### config.mk
export PLATFORM = sky130hd
export DESIGN_NAME = pulse_1hz_monitor
export DESIGN_NICKNAME = d
export VERILOG_FILES = /design/src/rtl/pulse_mon_pkg.sv /design/src/rtl/pulse_1hz_monitor_sync_edge_det.sv /design/src/rtl/pulse_1hz_monitor.sv
export SDC_FILE = /design/constraint.sdc
export NUM_CORES = 1
export LEC_CHECK = 0
export ABC_CLOCK_PERIOD_IN_PS = 6950
export CAP_MARGIN = 30
export CORE_ASPECT_RATIO = 0.5
export CORE_MARGIN = 2
export CORE_UTILIZATION = 60
export CTS_BUF_LIST = sky130_fd_sc_hd__clkbuf_8
export CTS_CLUSTER_SIZE = 8
export DETAILED_ROUTE_END_ITERATION = 8
export PLACE_DENSITY_LB_ADDON = 0.05
export RECOVER_POWER = 100
export SLEW_MARGIN = 20
export SYNTH_ARGS = -nofsm -noshare
export SYNTH_HDL_FRONTEND = slang
export SYNTH_HIERARCHICAL = 1
export SYNTH_SLANG_ARGS = --single-unit
### constraint.sdc
create_clock -name clk -period 6.95 [get_ports clk]
set_clock_uncertainty 0.15 [all_clocks]
set_input_delay 1.0425 -clock clk [delete_from_list [all_inputs] [get_ports clk]]
set_output_delay 1.0425 -clock clk [all_outputs]
set_load 0.05 [all_outputs]
### src/rtl/pulse_mon_pkg.sv
// Shared types and default constants for the 1 Hz pulse monitor.
// Defaults describe a 50 MHz system clock.
package pulse_mon_pkg;

    typedef enum logic [1:0] {
        ST_SEARCH  = 2'd0,
        ST_ACQUIRE = 2'd1,
        ST_LOCKED  = 2'd2
    } mon_state_t;

    localparam int ERR_CNT_W      = 8;
    localparam int DEF_NOM_PERIOD = 50_000_000;
    localparam int DEF_TOL        = 500;
    localparam int DEF_WIDTH_MAX  = 100;
    localparam int DEF_LOCK_COUNT = 3;
    localparam int DEF_CNT_W      = 26;

    function automatic logic [ERR_CNT_W-1:0] sat_inc(input logic [ERR_CNT_W-1:0] v);
        return (v == {ERR_CNT_W{1'b1}}) ? v : v + 8'd1;
    endfunction

endpackage

### src/rtl/pulse_1hz_monitor_sync_edge_det.sv
// Two-flop synchroniser for the asynchronous pulse input plus a delay flop
// for edge detection; rise and fall share the same latency.
module sync_edge_det (
    input  logic clk,
    input  logic rst_n,
    input  logic i_async,
    output logic o_level,
    output logic o_rise,
    output logic o_fall
);

    logic r_s1;
    logic r_s2;
    logic r_s3;

    // synchroniser chain and edge-delay flop
    always_ff @(posedge clk or negedge rst_n) begin
        if (!rst_n) begin
            r_s1 <= 1'b0;
            r_s2 <= 1'b0;
            r_s3 <= 1'b0;
        end else begin
            r_s1 <= i_async;
            r_s2 <= r_s1;
            r_s3 <= r_s2;
        end
    end

    assign o_level = r_s2;
    assign o_rise  = r_s2 & ~r_s3;
    assign o_fall  = ~r_s2 & r_s3;

endmodule

### src/rtl/pulse_1hz_monitor.sv
// Receive-side checker for the 1 Hz timing pulse: measures period and width,
// tracks lock against the nominal period and flags early/missing/wide pulses.
module pulse_1hz_monitor
    import pulse_mon_pkg::*;
#(
    parameter int NOM_PERIOD = DEF_NOM_PERIOD,
    parameter int TOL        = DEF_TOL,
    parameter int WIDTH_MAX  = DEF_WIDTH_MAX,
    parameter int LOCK_COUNT = DEF_LOCK_COUNT,
    parameter int CNT_W      = DEF_CNT_W
) (
    input  logic                 clk,
    input  logic                 rst_n,
    input  logic                 pulse_in,
    output logic [CNT_W-1:0]     period_meas,
    output logic [CNT_W-1:0]     width_meas,
    output logic                 meas_valid,
    output logic                 width_valid,
    output logic                 locked,
    output logic                 period_err,
    output logic                 pulse_missing,
    output logic                 width_err,
    output logic [ERR_CNT_W-1:0] err_cnt
);

    localparam logic [CNT_W-1:0] CNT_ONE = CNT_W'(1);
    localparam logic [CNT_W-1:0] WIN_LO  = CNT_W'(NOM_PERIOD - TOL);
    localparam logic [CNT_W-1:0] WIN_HI  = CNT_W'(NOM_PERIOD + TOL);
    localparam logic [CNT_W-1:0] W_ERR   = CNT_W'(WIDTH_MAX + 1);
    localparam logic [7:0]       LOCK_N  = 8'(LOCK_COUNT);

    logic w_level;
    logic w_rise;
    logic w_fall;

    mon_state_t       r_state;
    mon_state_t       w_state_nxt;
    logic [CNT_W-1:0] r_pcnt;
    logic [CNT_W-1:0] w_pcnt_nxt;
    logic [CNT_W-1:0] w_pcnt_inc;
    logic [CNT_W-1:0] r_wcnt;
    logic [CNT_W-1:0] w_wcnt_nxt;
    logic [7:0]       r_good;
    logic [7:0]       w_good_nxt;
    logic [7:0]       w_good_inc;
    logic             w_early;
    logic             w_timeout;
    logic             w_mv;
    logic             w_perr;
    logic             w_miss;
    logic             w_werr;

    sync_edge_det u_sync (
        .clk     (clk),
        .rst_n   (rst_n),
        .i_async (pulse_in),
        .o_level (w_level),
        .o_rise  (w_rise),
        .o_fall  (w_fall)
    );

    assign w_pcnt_inc = r_pcnt + CNT_ONE;
    assign w_good_inc = r_good + 8'd1;
    assign w_early    = (w_pcnt_inc < WIN_LO);
    // a rise on the last in-window cycle takes priority over the timeout
    assign w_timeout  = (r_state != ST_SEARCH) && !w_rise && (w_pcnt_inc == WIN_HI);

    // lock FSM next-state, period counter and period strobes
    always_comb begin
        w_state_nxt = r_state;
        w_good_nxt  = r_good;
        w_pcnt_nxt  = r_pcnt;
        w_mv        = 1'b0;
        w_perr      = 1'b0;
        w_miss      = 1'b0;
        case (r_state)
            ST_SEARCH: begin
                w_pcnt_nxt = {CNT_W{1'b0}};
                if (w_rise) begin
                    w_state_nxt = ST_ACQUIRE;
                    w_good_nxt  = 8'd0;
                end else begin
                    w_good_nxt  = r_good;
                end
            end
            ST_ACQUIRE: begin
                if (w_rise) begin
                    w_pcnt_nxt = {CNT_W{1'b0}};
                    w_mv       = 1'b1;
                    if (w_early) begin
                        w_perr     = 1'b1;
                        w_good_nxt = 8'd0;
                    end else if (w_good_inc == LOCK_N) begin
                        w_good_nxt  = w_good_inc;
                        w_state_nxt = ST_LOCKED;
                    end else begin
                        w_good_nxt = w_good_inc;
                    end
                end else if (w_timeout) begin
                    w_miss      = 1'b1;
                    w_state_nxt = ST_SEARCH;
                    w_pcnt_nxt  = {CNT_W{1'b0}};
                end else begin
                    w_pcnt_nxt = w_pcnt_inc;
                end
            end
            ST_LOCKED: begin
                if (w_rise) begin
                    w_pcnt_nxt = {CNT_W{1'b0}};
                    w_mv       = 1'b1;
                    if (w_early) begin
                        w_perr      = 1'b1;
                        w_good_nxt  = 8'd0;
                        w_state_nxt = ST_ACQUIRE;
                    end else begin
                        w_state_nxt = ST_LOCKED;
                    end
                end else if (w_timeout) begin
                    w_miss      = 1'b1;
                    w_state_nxt = ST_SEARCH;
                    w_pcnt_nxt  = {CNT_W{1'b0}};
                end else begin
                    w_pcnt_nxt = w_pcnt_inc;
                end
            end
            default: begin
                w_state_nxt = ST_SEARCH;
                w_good_nxt  = 8'd0;
                w_pcnt_nxt  = {CNT_W{1'b0}};
            end
        endcase
    end

    // width counter counts the rise cycle as 1, so the fall sees the full high time
    always_comb begin
        w_wcnt_nxt = r_wcnt;
        if (w_rise) begin
            w_wcnt_nxt = CNT_ONE;
        end else if (w_level && (r_wcnt != {CNT_W{1'b1}})) begin
            w_wcnt_nxt = r_wcnt + CNT_ONE;
        end else begin
            w_wcnt_nxt = r_wcnt;
        end
    end

    assign w_werr = w_level && (w_wcnt_nxt == W_ERR) && (w_rise || (r_wcnt != W_ERR));

    // state, counters and registered outputs
    always_ff @(posedge clk or negedge rst_n) begin
        if (!rst_n) begin
            r_state       <= ST_SEARCH;
            r_pcnt        <= {CNT_W{1'b0}};
            r_wcnt        <= {CNT_W{1'b0}};
            r_good        <= 8'd0;
            period_meas   <= {CNT_W{1'b0}};
            width_meas    <= {CNT_W{1'b0}};
            meas_valid    <= 1'b0;
            width_valid   <= 1'b0;
            locked        <= 1'b0;
            period_err    <= 1'b0;
            pulse_missing <= 1'b0;
            width_err     <= 1'b0;
            err_cnt       <= {ERR_CNT_W{1'b0}};
        end else begin
            r_state       <= w_state_nxt;
            r_pcnt        <= w_pcnt_nxt;
            r_wcnt        <= w_wcnt_nxt;
            r_good        <= w_good_nxt;
            meas_valid    <= w_mv;
            width_valid   <= w_fall;
            locked        <= (w_state_nxt == ST_LOCKED);
            period_err    <= w_perr;
            pulse_missing <= w_miss;
            width_err     <= w_werr;
            if (w_mv) begin
                period_meas <= w_pcnt_inc;
            end
            if (w_fall) begin
                width_meas <= r_wcnt;
            end
            if (w_perr || w_miss) begin
                err_cnt <= sat_inc(err_cnt);
            end
        end
    end

endmodule

==> reports/qor.yml <==
grt_pass1_vias: 4993
crit_required_ps: 7090
hpwl_mm: 9.89
cts_tree: "done"
grt_remaining_overflow: 0
synth_top_cell_area_share_pct: 49.4
num_vias: 5150
cts_resized: 0
dieWidth_um: 153
worst_setup_path_start_kind: "flop"
drc: 0
hold_class: "reg2reg"
slowest_stage: "nor4_1"
fin_area_um2: 7750
r2r_end: "r_pcnt[17]$_DFF_PN0_"
drt_first_pass_iters: 4
cp.arrival_ps: 4820
synth_edf_count: 0
tightest_slew_ps: 2840
grt_usage_pct: 25.1
ys_top_cells_by_count: "131 x dfrtp_1, 79 x nor2_1, 67 x nand2_1"
cp_top_family: "simple AND/OR/NAND/NOR gates"
critPathMaxFanout: 15
via_per_inst: 5.83
ys_ff_latch: 131
ios: 69
insertion_delay_ps: 450
final.setup.tns_ps: 0
min_path_cells: 0
ir_drop_mv: 0.132
antenna_cells: 0
grt_max_degree: 57
fin_crit_ps: 4680
clkSinkCount: 131
coreArea_um2: 10900
dp.cells: 851
cts_hold_buf: 0
ys_seq_area_share_pct: 49.4
final_util_pct: 71.3
clockBufferDepth: 2
wl_per_cell_um: 16.0
r2r.worst_path.cells: 10
synthArstFlopShare_pct: 100
synthesis.nets: 677
finalHoldViolations: 0
start_util_pct: 61.0
synth_area_um2: 6630
max-slew-margin-rel_pct: -89.1
drt-total-wl_mm: 14.2
netlist_instances: 664
path_class: "reg2reg"
post-route-period-util_pct: 67.3
min-delay-start: "u_sync/r_s1$_DFF_PN0_"
place.gp.congestion: 0.956
yosys_most_used_dff: "dfrtp_1"
area_growth_pct: 16.9
htree_num_levels: 4
dpl-instance-area_um2: 7420
layout.cells.non_filler: 884
grt_pass1_wl_mm: 24.3
synth_top_area_cell: "dfrtp_1"
cp_cell_sequence: "ha_1 > nand4_1 > nor4_1 > o2111ai_1 > and3_1 > or4_1 > nand3b_1 > nand3_1 > clkbuf_1 > nor2_1"
nets: 739
fp-row-count: 27
violations: "capacitance limit, slew limit"
drv_cap: 4
worstHoldEndpoint: "u_sync/o_level$_DFF_PN0_"
drtAntennaViolNets: 0
drtIter0Drc: 257
path_clk_slew_ps: 80
status: "finished with violations"
synthTopCellsByArea: "dfrtp_1 49%, mux2_2 4.6%, nor2_1 4.5%"
yosys_warnings: 6
clock.fmax_mhz: 214
syn_avg_cell_area_um2: 9.99
synth_most_common_cell: "dfrtp_1"
p_leak_uw: 0.00352
ys_types: 70
grt_setup_unrepaired: "false"
die_h_um: 78.3
antenna_found_initial: 0
numCtsBuffers: 17
drive_gt1_share_pct: 9.47
slowest_delay_ps: 720
cts_root_buf: "clkbuf_8"
cts_setup_buffers: 0
powerDensity_nw_per_um2: 237
setup_viol: 0
maxSlewViolCount: 202
r2r_start: "r_pcnt[0]$_DFF_PN0_"
io_buffer_count: 68
crit_buf_inv: 1
die_area_um2: 12000
r2r_slack_ps: 2270
end_kind: "flop"
==> layout make-up <==
class                      count  area (um^2)
clock buffer                  21          289
clock inverter                11          126
fill                         846         3130
inverter                      16         60.1
multi-input combinational    487         3120
sequential                   131         3280
tap                          145          181
timing repair buffer          73          693
==> through the flow <==
step | hold WS [ps] | total power [uW] | worst slack (ps)
floorplan | 181 | 1080 | 3660
global placement | 206 | 1180 | 2910
detailed placement | 207 | 1200 | 2680
CTS | 233 | 1870 | 2640
global route | 243 | 1920 | 1630
finish | 231 | 1830 | 2270
==> power breakdown <==
part / leakage [uW] / total, uW / internal [uW] / switching [uW]
clock network: 0.000200 / 669 / 358 / 311
logic: 0.00152 / 320 / 93.0 / 227
registers: 0.00180 / 845 / 800 / 44.7
total: 0.00352 / 1830 / 1250 / 582
==> routing by layer <==
| metal | part of all wire, % | wire length (um) | vias up | global-route usage (%) |
|---|---|---|---|---|
| li1 | - | - | 2497 | - |
| met1 | 47 | 6690 | 2499 | 34.3 |
| met2 | 48 | 6780 | 140 | 40.7 |
| met3 | 4.2 | 593 | 14 | 5.69 |
| met4 | 0.92 | 130 | 0 | 7.31 |
| met5 | 0 | 0 | - | 0 |
==> how the worst max path moves through the flow <==
stage                              from                     to  slack [ps]  depth (start not counted)
detailed placement  r_pcnt[0]$_DFF_PN0_   r_pcnt[17]$_DFF_PN0_        2680                          9
global route                      rst_n   r_wcnt[13]$_DFF_PN0_        1630                          2
global placement    r_pcnt[0]$_DFF_PN0_   r_pcnt[17]$_DFF_PN0_        2910                          9
finish              r_pcnt[0]$_DFF_PN0_   r_pcnt[17]$_DFF_PN0_        2270                         10
CTS                 r_pcnt[0]$_DFF_PN0_   r_pcnt[16]$_DFF_PN0_        2640                          9
floorplan           r_pcnt[0]$_DFF_PN0_  r_good[3]$_DFFE_PN0P_        3660                         11
==> placed cells by master, fill, tap and decap left out, drive strengths merged, types with 5 or more instances in the layout <==
cell type and instances:
nor2 79, and2 6, xnor2 29, o21ai 38, or4 8, nor3 14
and4 5, nand3 25, nor2b 5, xor2 25, mux2 27, clkbuf 27
or3 6, ha 10, inv 17, a211o 7, and3 12, nand2 67
dfrtp 131, nand4 24, dlygate4sd3 67, nor4 15, a21oi 13, a31oi 7
or2 6
==> logic make-up (layout without fill, tap and decap cells) <==
| kind of cell | count (synthesis) | count (layout) | synth area share, % |
|---|---|---|---|
| simple gates | 289 | 289 | 22.8 |
| flops | 131 | 131 | 49.4 |
| compound gates | 103 | 103 | 10.8 |
| xor+xnor | 54 | 54 | 7.13 |
| buf+inv | 46 | 121 | 2.75 |
| mux | 31 | 31 | 5.19 |
| fa+ha+maj | 10 | 10 | 1.89 |
==> flip-flops by register name (all words and copies together), names as in the netlist, 2 cells and up <==
signal       count
period_meas     26
r_pcnt          26
r_wcnt          26
width_meas      26
err_cnt          8
r_good           8
r_state          2
Note: power is estimated with default switching activity, not from simulation.
